--- src/rtl/tri_gen_ctrl.sv ---
`default_nettype none
// ============================================================================
// Module   : tri_gen_ctrl
// Brief    : Phase sequencer driving an external up/down counter through
//            load, rise, top dwell, fall and bottom dwell phases. Turnaround
//            dwell is compiled in only when TRI_GEN_CTRL_DWELL_EN is defined.
// Revision : 1.0 - initial release
// ============================================================================
module tri_gen_ctrl #(
    parameter int DW      = 9,
    parameter int DWELL_W = 8,
    parameter int CNT_W   = 8
) (
    input  logic               clk,
    input  logic               res,
    input  logic               start,
    input  logic               stop,
    input  logic [DW-1:0]      cfg_floor,
    input  logic [DW-1:0]      cfg_peak,
    input  logic [DWELL_W-1:0] cfg_dwell,
    input  logic [CNT_W-1:0]   cfg_periods,
    input  logic [DW-1:0]      d_in,
    output logic               cnt_ld,
    output logic [DW-1:0]      ld_val,
    output logic               cnt_en,
    output logic               cnt_up,
    output logic               busy,
    output logic               done,
    output logic               err,
    output logic [CNT_W-1:0]   period_cnt
);

    typedef enum logic [2:0] {
        S_IDLE     = 3'd0,
        S_LOAD     = 3'd1,
        S_RISE     = 3'd2,
        S_HOLD_TOP = 3'd3,
        S_FALL     = 3'd4,
        S_HOLD_BOT = 3'd5,
        S_DONE     = 3'd6
    } state_t;

    localparam logic [DW-1:0]    c_DATA_ONE = DW'(1);
    localparam logic [CNT_W-1:0] c_CNT_ONE  = CNT_W'(1);
    localparam logic [CNT_W-1:0] c_CNT_MAX  = '1;

    state_t           r_state;
    state_t           w_nxt_state;
    logic [DW-1:0]    r_peak;
    logic [DW-1:0]    r_floor;
    logic [CNT_W-1:0] r_periods;
    logic [CNT_W-1:0] r_period_cnt;
    logic             r_err;
    logic             r_cnt_ld;
    logic             r_cnt_en;
    logic             r_cnt_up;
    logic             r_busy;
    logic             r_done;

    logic             w_start_acc;
    logic             w_reject;
    logic             w_stop_req;
    logic             w_at_top;
    logic             w_at_bot;
    logic             w_dwell_zero;
    logic [CNT_W-1:0] w_pc_inc;
    logic             w_last_inc;

    assign w_start_acc = (r_state == S_IDLE) && start;
    assign w_reject    = (cfg_peak <= cfg_floor);
    assign w_stop_req  = stop && (r_state != S_IDLE) && (r_state != S_DONE);
    // The step taken on the edge that leaves RISE/FALL lands exactly on the limit.
    assign w_at_top    = (d_in == (r_peak - c_DATA_ONE));
    assign w_at_bot    = (d_in == (r_floor + c_DATA_ONE));
    assign w_pc_inc    = (r_period_cnt == c_CNT_MAX) ? r_period_cnt : (r_period_cnt + c_CNT_ONE);
    assign w_last_inc  = (r_periods != '0) && (w_pc_inc == r_periods);

`ifdef TRI_GEN_CTRL_DWELL_EN
    localparam logic [DWELL_W-1:0] c_DWELL_ONE = DWELL_W'(1);

    logic [DWELL_W-1:0] r_dwell;
    logic [DWELL_W-1:0] r_dwell_cnt;
    logic               w_hold_done;
    logic               w_last_now;

    assign w_dwell_zero = (r_dwell == '0);
    assign w_hold_done  = (r_dwell_cnt == '0);
    assign w_last_now   = (r_periods != '0) && (r_period_cnt == r_periods);

    // Hold counter is preloaded with dwell-1 on entry so a hold lasts dwell cycles.
    always_ff @(posedge clk or negedge res) begin
        if (!res) begin
            r_dwell     <= '0;
            r_dwell_cnt <= '0;
        end else begin
            if (w_start_acc) begin
                r_dwell <= cfg_dwell;
            end
            if ((w_nxt_state == S_HOLD_TOP) || (w_nxt_state == S_HOLD_BOT)) begin
                r_dwell_cnt <= (r_state == w_nxt_state) ? (r_dwell_cnt - c_DWELL_ONE)
                                                        : (r_dwell - c_DWELL_ONE);
            end
        end
    end
`else
    logic w_unused_dwell;

    assign w_unused_dwell = ^cfg_dwell;
    assign w_dwell_zero   = 1'b1;
`endif

    always_comb begin
        w_nxt_state = r_state;
        case (r_state)
            S_IDLE: begin
                if (start) begin
                    w_nxt_state = w_reject ? S_DONE : S_LOAD;
                end
            end
            S_LOAD: begin
                w_nxt_state = S_RISE;
            end
            S_RISE: begin
                if (w_at_top) begin
                    w_nxt_state = w_dwell_zero ? S_FALL : S_HOLD_TOP;
                end
            end
            S_FALL: begin
                if (w_at_bot) begin
                    if (!w_dwell_zero) begin
                        w_nxt_state = S_HOLD_BOT;
                    end else begin
                        w_nxt_state = w_last_inc ? S_DONE : S_RISE;
                    end
                end
            end
`ifdef TRI_GEN_CTRL_DWELL_EN
            S_HOLD_TOP: begin
                if (w_hold_done) begin
                    w_nxt_state = S_FALL;
                end
            end
            S_HOLD_BOT: begin
                if (w_hold_done) begin
                    w_nxt_state = w_last_now ? S_DONE : S_RISE;
                end
            end
`endif
            S_DONE: begin
                w_nxt_state = S_IDLE;
            end
            default: begin
                w_nxt_state = S_IDLE;
            end
        endcase
        if (w_stop_req) begin
            w_nxt_state = S_DONE;
        end
    end

    // Moore outputs are registered from the next state so they track r_state exactly.
    always_ff @(posedge clk or negedge res) begin
        if (!res) begin
            r_state      <= S_IDLE;
            r_cnt_ld     <= 1'b0;
            r_cnt_en     <= 1'b0;
            r_cnt_up     <= 1'b0;
            r_busy       <= 1'b0;
            r_done       <= 1'b0;
            r_err        <= 1'b0;
            r_peak       <= '0;
            r_floor      <= '0;
            r_periods    <= '0;
            r_period_cnt <= '0;
        end else begin
            r_state  <= w_nxt_state;
            r_cnt_ld <= (w_nxt_state == S_LOAD);
            r_cnt_en <= (w_nxt_state == S_RISE) || (w_nxt_state == S_FALL);
            r_cnt_up <= (w_nxt_state == S_RISE);
            r_busy   <= (w_nxt_state != S_IDLE);
            r_done   <= (w_nxt_state == S_DONE);
            if (w_start_acc) begin
                r_peak       <= cfg_peak;
                r_floor      <= cfg_floor;
                r_periods    <= cfg_periods;
                r_period_cnt <= '0;
                r_err        <= w_reject;
            end else if ((r_state == S_FALL) && w_at_bot && !w_stop_req) begin
                r_period_cnt <= w_pc_inc;
            end
        end
    end

    assign cnt_ld     = r_cnt_ld;
    assign cnt_en     = r_cnt_en;
    assign cnt_up     = r_cnt_up;
    assign busy       = r_busy;
    assign done       = r_done;
    assign err        = r_err;
    assign ld_val     = r_floor;
    assign period_cnt = r_period_cnt;

endmodule
`default_nettype wire

--- config.mk ---
export PLATFORM = sky130hd
export DESIGN_NAME = tri_gen_ctrl
export DESIGN_NICKNAME = d
export VERILOG_FILES = /design/src/rtl/tri_gen_ctrl.sv
export SDC_FILE = /design/constraint.sdc
export NUM_CORES = 1
export LEC_CHECK = 0
export CAP_MARGIN = 10
export CORE_AREA = 2 2 102 104
export CTS_BUF_LIST = sky130_fd_sc_hd__clkbuf_8
export CTS_CLUSTER_SIZE = 25
export DETAILED_ROUTE_END_ITERATION = 12
export DIE_AREA = 0 0 104 106
export GPL_TIMING_DRIVEN = 0
export PLACE_DENSITY = 0.53
export SLEW_MARGIN = 20
export SYNTH_ARGS = -nofsm -noshare
export SYNTH_HDL_FRONTEND = slang
export SYNTH_SLANG_ARGS = --single-unit
export TNS_END_PERCENT = 20
--- constraint.sdc ---
create_clock -name clk -period 2.6 [get_ports clk]
set_clock_uncertainty 0.1 [all_clocks]
set_input_delay 0.52 -clock clk [delete_from_list [all_inputs] [get_ports clk]]
set_output_delay 0.52 -clock clk [all_outputs]
set_load 0.02 [all_outputs]
Word level (Yosys, flattened, before mapping)
Cells that the tools add are included.

Word-level logic and storage cells: 50. Input bits: 47. Output and inout bits: 23. Flip-flop bits (word level): 43.

Add/subtract/negate cells: 3. Reductions and logical operators: 13. Equal/unequal tests: 12. Muxes and demuxes: 10. $lt $le $gt $ge: 1.

Operator list (number): $mux W8 (3); $eq A9 B9 Y1 (2); $mux W3 (6); $pmux W3 S4 (1); $add A9 B1 Y9 const B (1); $eq A3 B3 Y1 const B (3); $le A9 B9 Y1 (1); $sub A9 B1 Y9 const B (1); $add A8 B1 Y8 const B (1); $eq A8 B8 Y1 (1); $eq A8 B8 Y1 const B (1); $reduce_bool A8 Y1 (1); $eq A3 B1 Y1 const B (2); $eq A3 B2 Y1 const B (2); $logic_and A1 B1 Y1 (6); $reduce_bool A3 Y1 (2); $logic_not A3 Y1 (1); $ne A3 B3 Y1 const B (1); $reduce_bool A2 Y1 (1); $logic_not A1 Y1 (1); $logic_or A1 B1 Y1 (1).

Longest topological paths before layout
Word-level depth: 10. Depth in mapped cells: 9. Mapped depth without buffers: 9.

Worst setup path after synthesis
No wires, ideal clock.

Path type: reg2reg. Start point: register r_floor[1] (netlist: ld_val[1]). End point: register r_period_cnt[0] (netlist: period_cnt[0]). Setup slack: 0.136 ns. Cell stages (with the launch flop): 8. Setup time: 0.082 ns. Data required time: 2.418 ns. Period minus slack after synthesis: 2.464 ns. Buffers on the path: 0. Arrival: 2.283 ns. Cells stage by stage: dfrtp_1 > ha_1 > nand2_1 > o41ai_1 > o2111ai_2 > nor3_4 > and2_1 > mux2i_1.

Cells in the longest elaborated chain, start to end: 5.

RTL lines: from (decl) (RTL line 50) `logic [DW-1:0] r_floor;`; from (signal assigned) (RTL line 184) `r_floor <= cfg_floor;`; $add A9 B1 Y9 (RTL line 74) `assign w_at_bot = (d_in == (r_floor + c_DATA_ONE));`; $eq A9 B9 Y1 (RTL line 74); $logic_and A1 B1 Y1 (2 in series) (RTL line 188) `end else if ((r_state == S_FALL) && w_at_bot && !w_stop_req) begin`; $reduce_bool A2 Y1 (no line); to (signal assigned) (RTL line 189) `r_period_cnt <= w_pc_inc;`; to (decl) (RTL line 52) `logic [CNT_W-1:0] r_period_cnt;`.

Every way passes these cells. A chain may end at the register's enable or synchronous reset.

Worst setup path in the final report
Start point: register r_period_cnt[0] (netlist: period_cnt[0]). End point: register r_busy (netlist: busy).

Cells in the longest elaborated chain, start to end: 9. Elaborated cells between the ends (all ways): 10. Those cells by class: add/sub (1); eq/ne (2); mux (5); reduce/logical (2).

RTL lines: $add A8 B1 Y8 / $eq A8 B8 Y1 (equally long branches) (RTL line 75) `assign w_pc_inc = (r_period_cnt == c_CNT_MAX) ? r_period_cnt : (r_period_cnt + c_CNT_ONE);`; $mux W8 (*) (RTL line 75); $eq A8 B8 Y1 (*) (RTL line 76) `assign w_last_inc = (r_periods != '0) && (w_pc_inc == r_periods);`; $logic_and A1 B1 Y1 (*) (RTL line 76); $mux W3 (*) (RTL line 133) `w_nxt_state = w_last_inc ? S_DONE : S_RISE;`; $mux W3 (*) (RTL line 129) `if (w_at_bot) begin`; $pmux W3 S4 (*) (RTL line 114) `case (r_state)`; $mux W3 (*) (RTL line 156) `if (w_stop_req) begin`; $reduce_bool A3 Y1 (*) (RTL line 180) `r_busy <= (w_nxt_state != S_IDLE);`; to (signal assigned) (RTL line 180); to (decl) (RTL line 57) `logic r_busy;`.

Mark *: on every way between the ends. The rest lies on a longest branch, timed or not.

==> summary.md <==
In the synthesized netlist the dominant register cell turns out to be sky130_fd_sc_hd__dfrtp_1. In the final layout, the share of cells above drive strength 1 is 9.16%. For the number of max-slew violations in the final report, the log shows 0. Input and output buffers added on the ports amount to 61. For this block, the routed nets add up to 8.29 mm of wire. Registers take 1080 µm². In this run the tightest slew margin relative to its limit is 31.3%.

The post-place instance area was 3690 µm²; the adder-cell share of the synthesized area was 5.19%. The area fraction in compound gates after synthesis was 16.8%; the area of the die was 11000 µm². In the final layout, the multi-input gates occupy 1780 µm². The biggest fanout along the worst timing path was 8; the count of synthesis-stage warnings from yosys was 0. The critical-path cell with the highest stage delay is sky130_fd_sc_hd__dfrtp_1.

The number of global-route vias before repair was 2669; the effective utilization at floorplan was 28.9%. The min-delay analysis places its worst path in the category in -> async. After routing, the total negative slack on setup checks comes to 0 ns. The number of buffers created by CTS came out at 5.

By area, the combinational part of the netlist is dominated by simple AND/OR/NAND/NOR gates. By startpoint and endpoint, the worst setup path is classified as reg -> reg. In this run the remaining antenna-violating nets after routing total 0. The number of hold buffers added after CTS was 0. The net count of the finished layout is 474.

Of all flip-flops after synthesis, the portion carrying an async set or reset was 100%. Aggregate global-route resource usage: 15.4%. Power comes to 3470 µW.

The number of library cell types mapped by synthesis is 53. The worst setup path is launched from a register. TritonCTS built the clock tree. In this run the number of H-tree levels came out at 2.

The portion of synthesized area spent on multiplexers is 2.16%. The tools report the cell chosen for the clock root as sky130_fd_sc_hd__clkbuf_8. The total via count after detailed routing was 2718. The sink count of the clock tree is 43. The number of nets handed over by synthesis was 401. The count of final hold-check violations is 0. Data on the critical path arrives at its endpoint at 2.53 ns. Synthesis-to-layout area growth: 34.0%. The run finished with clean final reports. Summed over its instances, the top area cell type makes up 37.2% of the synthesized netlist area.

The number of storage elements in the synthesis netlist was 43. In this run the vertical extent of the chip is 106 µm. The number of antenna violations at the first check in global routing is 0. The number of enable-type register cells in the synthesized netlist came out at 0.

The critical path goes through ha_1 -> and2_1 -> nand2b_1 -> mux2i_1 -> mux2_2 -> nand4_1 -> o31a_1 -> nand4b_1. At the pin with the least slew margin, the transition time is 1.03 ns. Dividing the detail-routed wire length by the instance count gives 15.0 µm.

The DRC violation count after routing is 0, and the total number of placement rows is 37. In the routed layout, each cell is associated on average with a via count of 4.93. The power density normalized to cell area works out to 895 nW/µm². The core region is 10000 µm². At the end of routability-driven placement, the weighted congestion stood at 0.843.

The synthesized netlist devotes 27.5% of its cell area to simple gates. The share of the clock period used by the worst path after layout is 95.1%, and the maximum clock frequency is 0.405 GHz. The synthesized design spends more area on one cell type than any other, namely sky130_fd_sc_hd__dfrtp_1. After global routing the overflow that remains totals 0. The register clock-pin slew on the reported worst setup and hold paths was 0.08 ns. Setup repair after global routing could not meet its margin everywhere. The run gives 70 as the count of boundary I/O pins. The number of buffers on the longest clock path was 2; the die width was 104 µm.

0 antenna diodes ended up in the layout. For this run, the slowest stage of the critical path takes 0.47 ns. IR analysis of the VDD net gives a maximum drop of 0.253 mV. The detailed placement HPWL was 6.48 mm.

The worst setup path is captured at a register. The detailed router finished its first iteration with 116 violations. The commonest non-fill, non-tap cell in the layout is sky130_fd_sc_hd__nand2_1. The logs give 342 for the post-synthesis instance total and 4 for the number of iterations in the first detailed-routing pass. The run gives 32 as the pin count of the biggest net entering global routing. The synthesized netlist devotes 7.57% of its cell area to XOR and XNOR gates. The tools report the clock latency on the worst-skew pair as 0.29 ns. The final critical-path required period is 2.47 ns. Summed over all cells, the static leakage comes to 0.00167 µW.

The fill cell instance count of the final layout is 1065. The logs give 13.7 mm for the global-route wire length before repair and 0 for the count of endpoints failing setup in the final report. After routing the design area is 3880 µm².

The mean cell area of the mapped netlist works out to 8.46 µm². Yosys attributes the largest share of cell area to sky130_fd_sc_hd__dfrtp_1, sky130_fd_sc_hd__nand2_1, sky130_fd_sc_hd__ha_1, sky130_fd_sc_hd__xor2_1, sky130_fd_sc_hd__o21ai_0. The sequential cell area fraction in the yosys report was 37.2%. Summing every instance area after synthesis gives 2890 µm². Critical path data required time: 2.65 ns.

The top cell types in the final layout, fill and taps aside, are sky130_fd_sc_hd__nand2_1, sky130_fd_sc_hd__clkdlybuf4s50_1, sky130_fd_sc_hd__dfrtp_1, sky130_fd_sc_hd__o21ai_0, sky130_fd_sc_hd__nor2_1. The number of maximum-capacitance constraint violations is 0.
[stage by stage]
step                      hold slack, ns  instances  util [%]  setup slack (ns)
final                            0.00595        551      38.8             0.128
after global routing              0.0239        551      38.8           -0.0147
after CTS                        0.00872        551      38.3            0.0101
after detailed placement           0.335        540      36.9            -0.598
after global placement             0.400        539      36.7            -0.658
after floorplan                    0.124        342         -             0.136
[cells by family (layout without fill, tap and decap cells)]
group	count (synthesis)	count (layout)
AND/OR/NAND/NOR	161	161
AO/OA/AOI/OAI	71	71
flip-flops	43	43
XOR/XNOR	25	25
buffers and inverters	24	97
adder cells (fa/ha/maj)	12	12
multiplexers	6	6
[state kept, by name, summed over array words and instances, names as in the netlist]
signal	flops
cnt_up	1
r_peak	9
r_periods	8
busy	1
ld_val	9
r_state	3
cnt_en	1
done	1
err	1
cnt_ld	1
period_cnt	8
[cell usage after synthesis (7+ instances only)]
cell / count
sky130_fd_sc_hd__nand2_1: 72
sky130_fd_sc_hd__xnor2_1: 9
sky130_fd_sc_hd__inv_1: 15
sky130_fd_sc_hd__o21ai_0: 23
sky130_fd_sc_hd__xor2_1: 16
sky130_fd_sc_hd__nand3_1: 15
sky130_fd_sc_hd__a21oi_1: 12
sky130_fd_sc_hd__ha_1: 12
sky130_fd_sc_hd__dfrtp_1: 43
sky130_fd_sc_hd__nor2_1: 20
sky130_fd_sc_hd__nor2b_1: 9
sky130_fd_sc_hd__nand4_1: 7
[power breakdown]
| group | leakage [µW] | switching, µW | internal [µW] | total [µW] |
|---|---|---|---|---|
| registers | 0.000543 | 327 | 919 | 1250 |
| clock network | 0.0000470 | 226 | 209 | 434 |
| logic | 0.00108 | 979 | 811 | 1790 |
| total | 0.00167 | 1530 | 1940 | 3470 |
[metal layers]
metal	share of wire, %	track usage (%)
met3	3.1	2.27
met4	1.8	4.92
met5	0	0
met2	48	26.0
met1	47	20.5
[final cells by class]
| type | count | area share, % |
|---|---|---|
| Clock buffer | 6 | 2.13 |
| Tap cell | 136 | 4.39 |
| Multi-Input combinational cell | 275 | 45.9 |
| Timing Repair Buffer | 66 | 17.0 |
| Inverter | 15 | 1.45 |
| Clock inverter | 1 | 0.129 |
| Buffer | 9 | 1.19 |
| Sequential cell | 43 | 27.8 |
[worst max-delay path, delay by kind of cell (launching register included)]
kind / cells / cell delay [ns]
AO/OA/AOI/OAI: 1 / 0.19
adder cells (fa/ha/maj): 1 / 0.33
flip-flops: 1 / 0.47
multiplexers: 2 / 0.64
AND/OR/NAND/NOR: 4 / 0.60
[path summary, 6_finish.rpt]
| kind | start | endpoint | slack, ns | cells past startpoint |
|---|---|---|---|---|
| max in group asynchronous | res | ld_val[1]$_DFFE_PN0P_ | 1.90 | 2 |
| setup reg to reg | period_cnt[0]$_DFFE_PN0P_ | busy$_DFF_PN0_ | 0.13 | 8 |
| hold / removal | res | period_cnt[2]$_DFFE_PN0P_ | 0.006 | 1 |
| min in group clk | r_periods[7]$_DFFE_PN0P_ | r_periods[7]$_DFFE_PN0P_ | 0.43 | 2 |
| hold reg to reg | r_periods[7]$_DFFE_PN0P_ | r_periods[7]$_DFFE_PN0P_ | 0.43 | 2 |
| setup / recovery | period_cnt[0]$_DFFE_PN0P_ | busy$_DFF_PN0_ | 0.13 | 8 |
[what timing repair did]
action / 4_1_cts / 5_1_grt
pin swaps: 2 / 5
setup endpoints to repair: 11 / 13
buffers inserted: 4 / 0
gates resized for setup: 6 / 10
No activity file was read; power rests on OpenSTA's default activity.
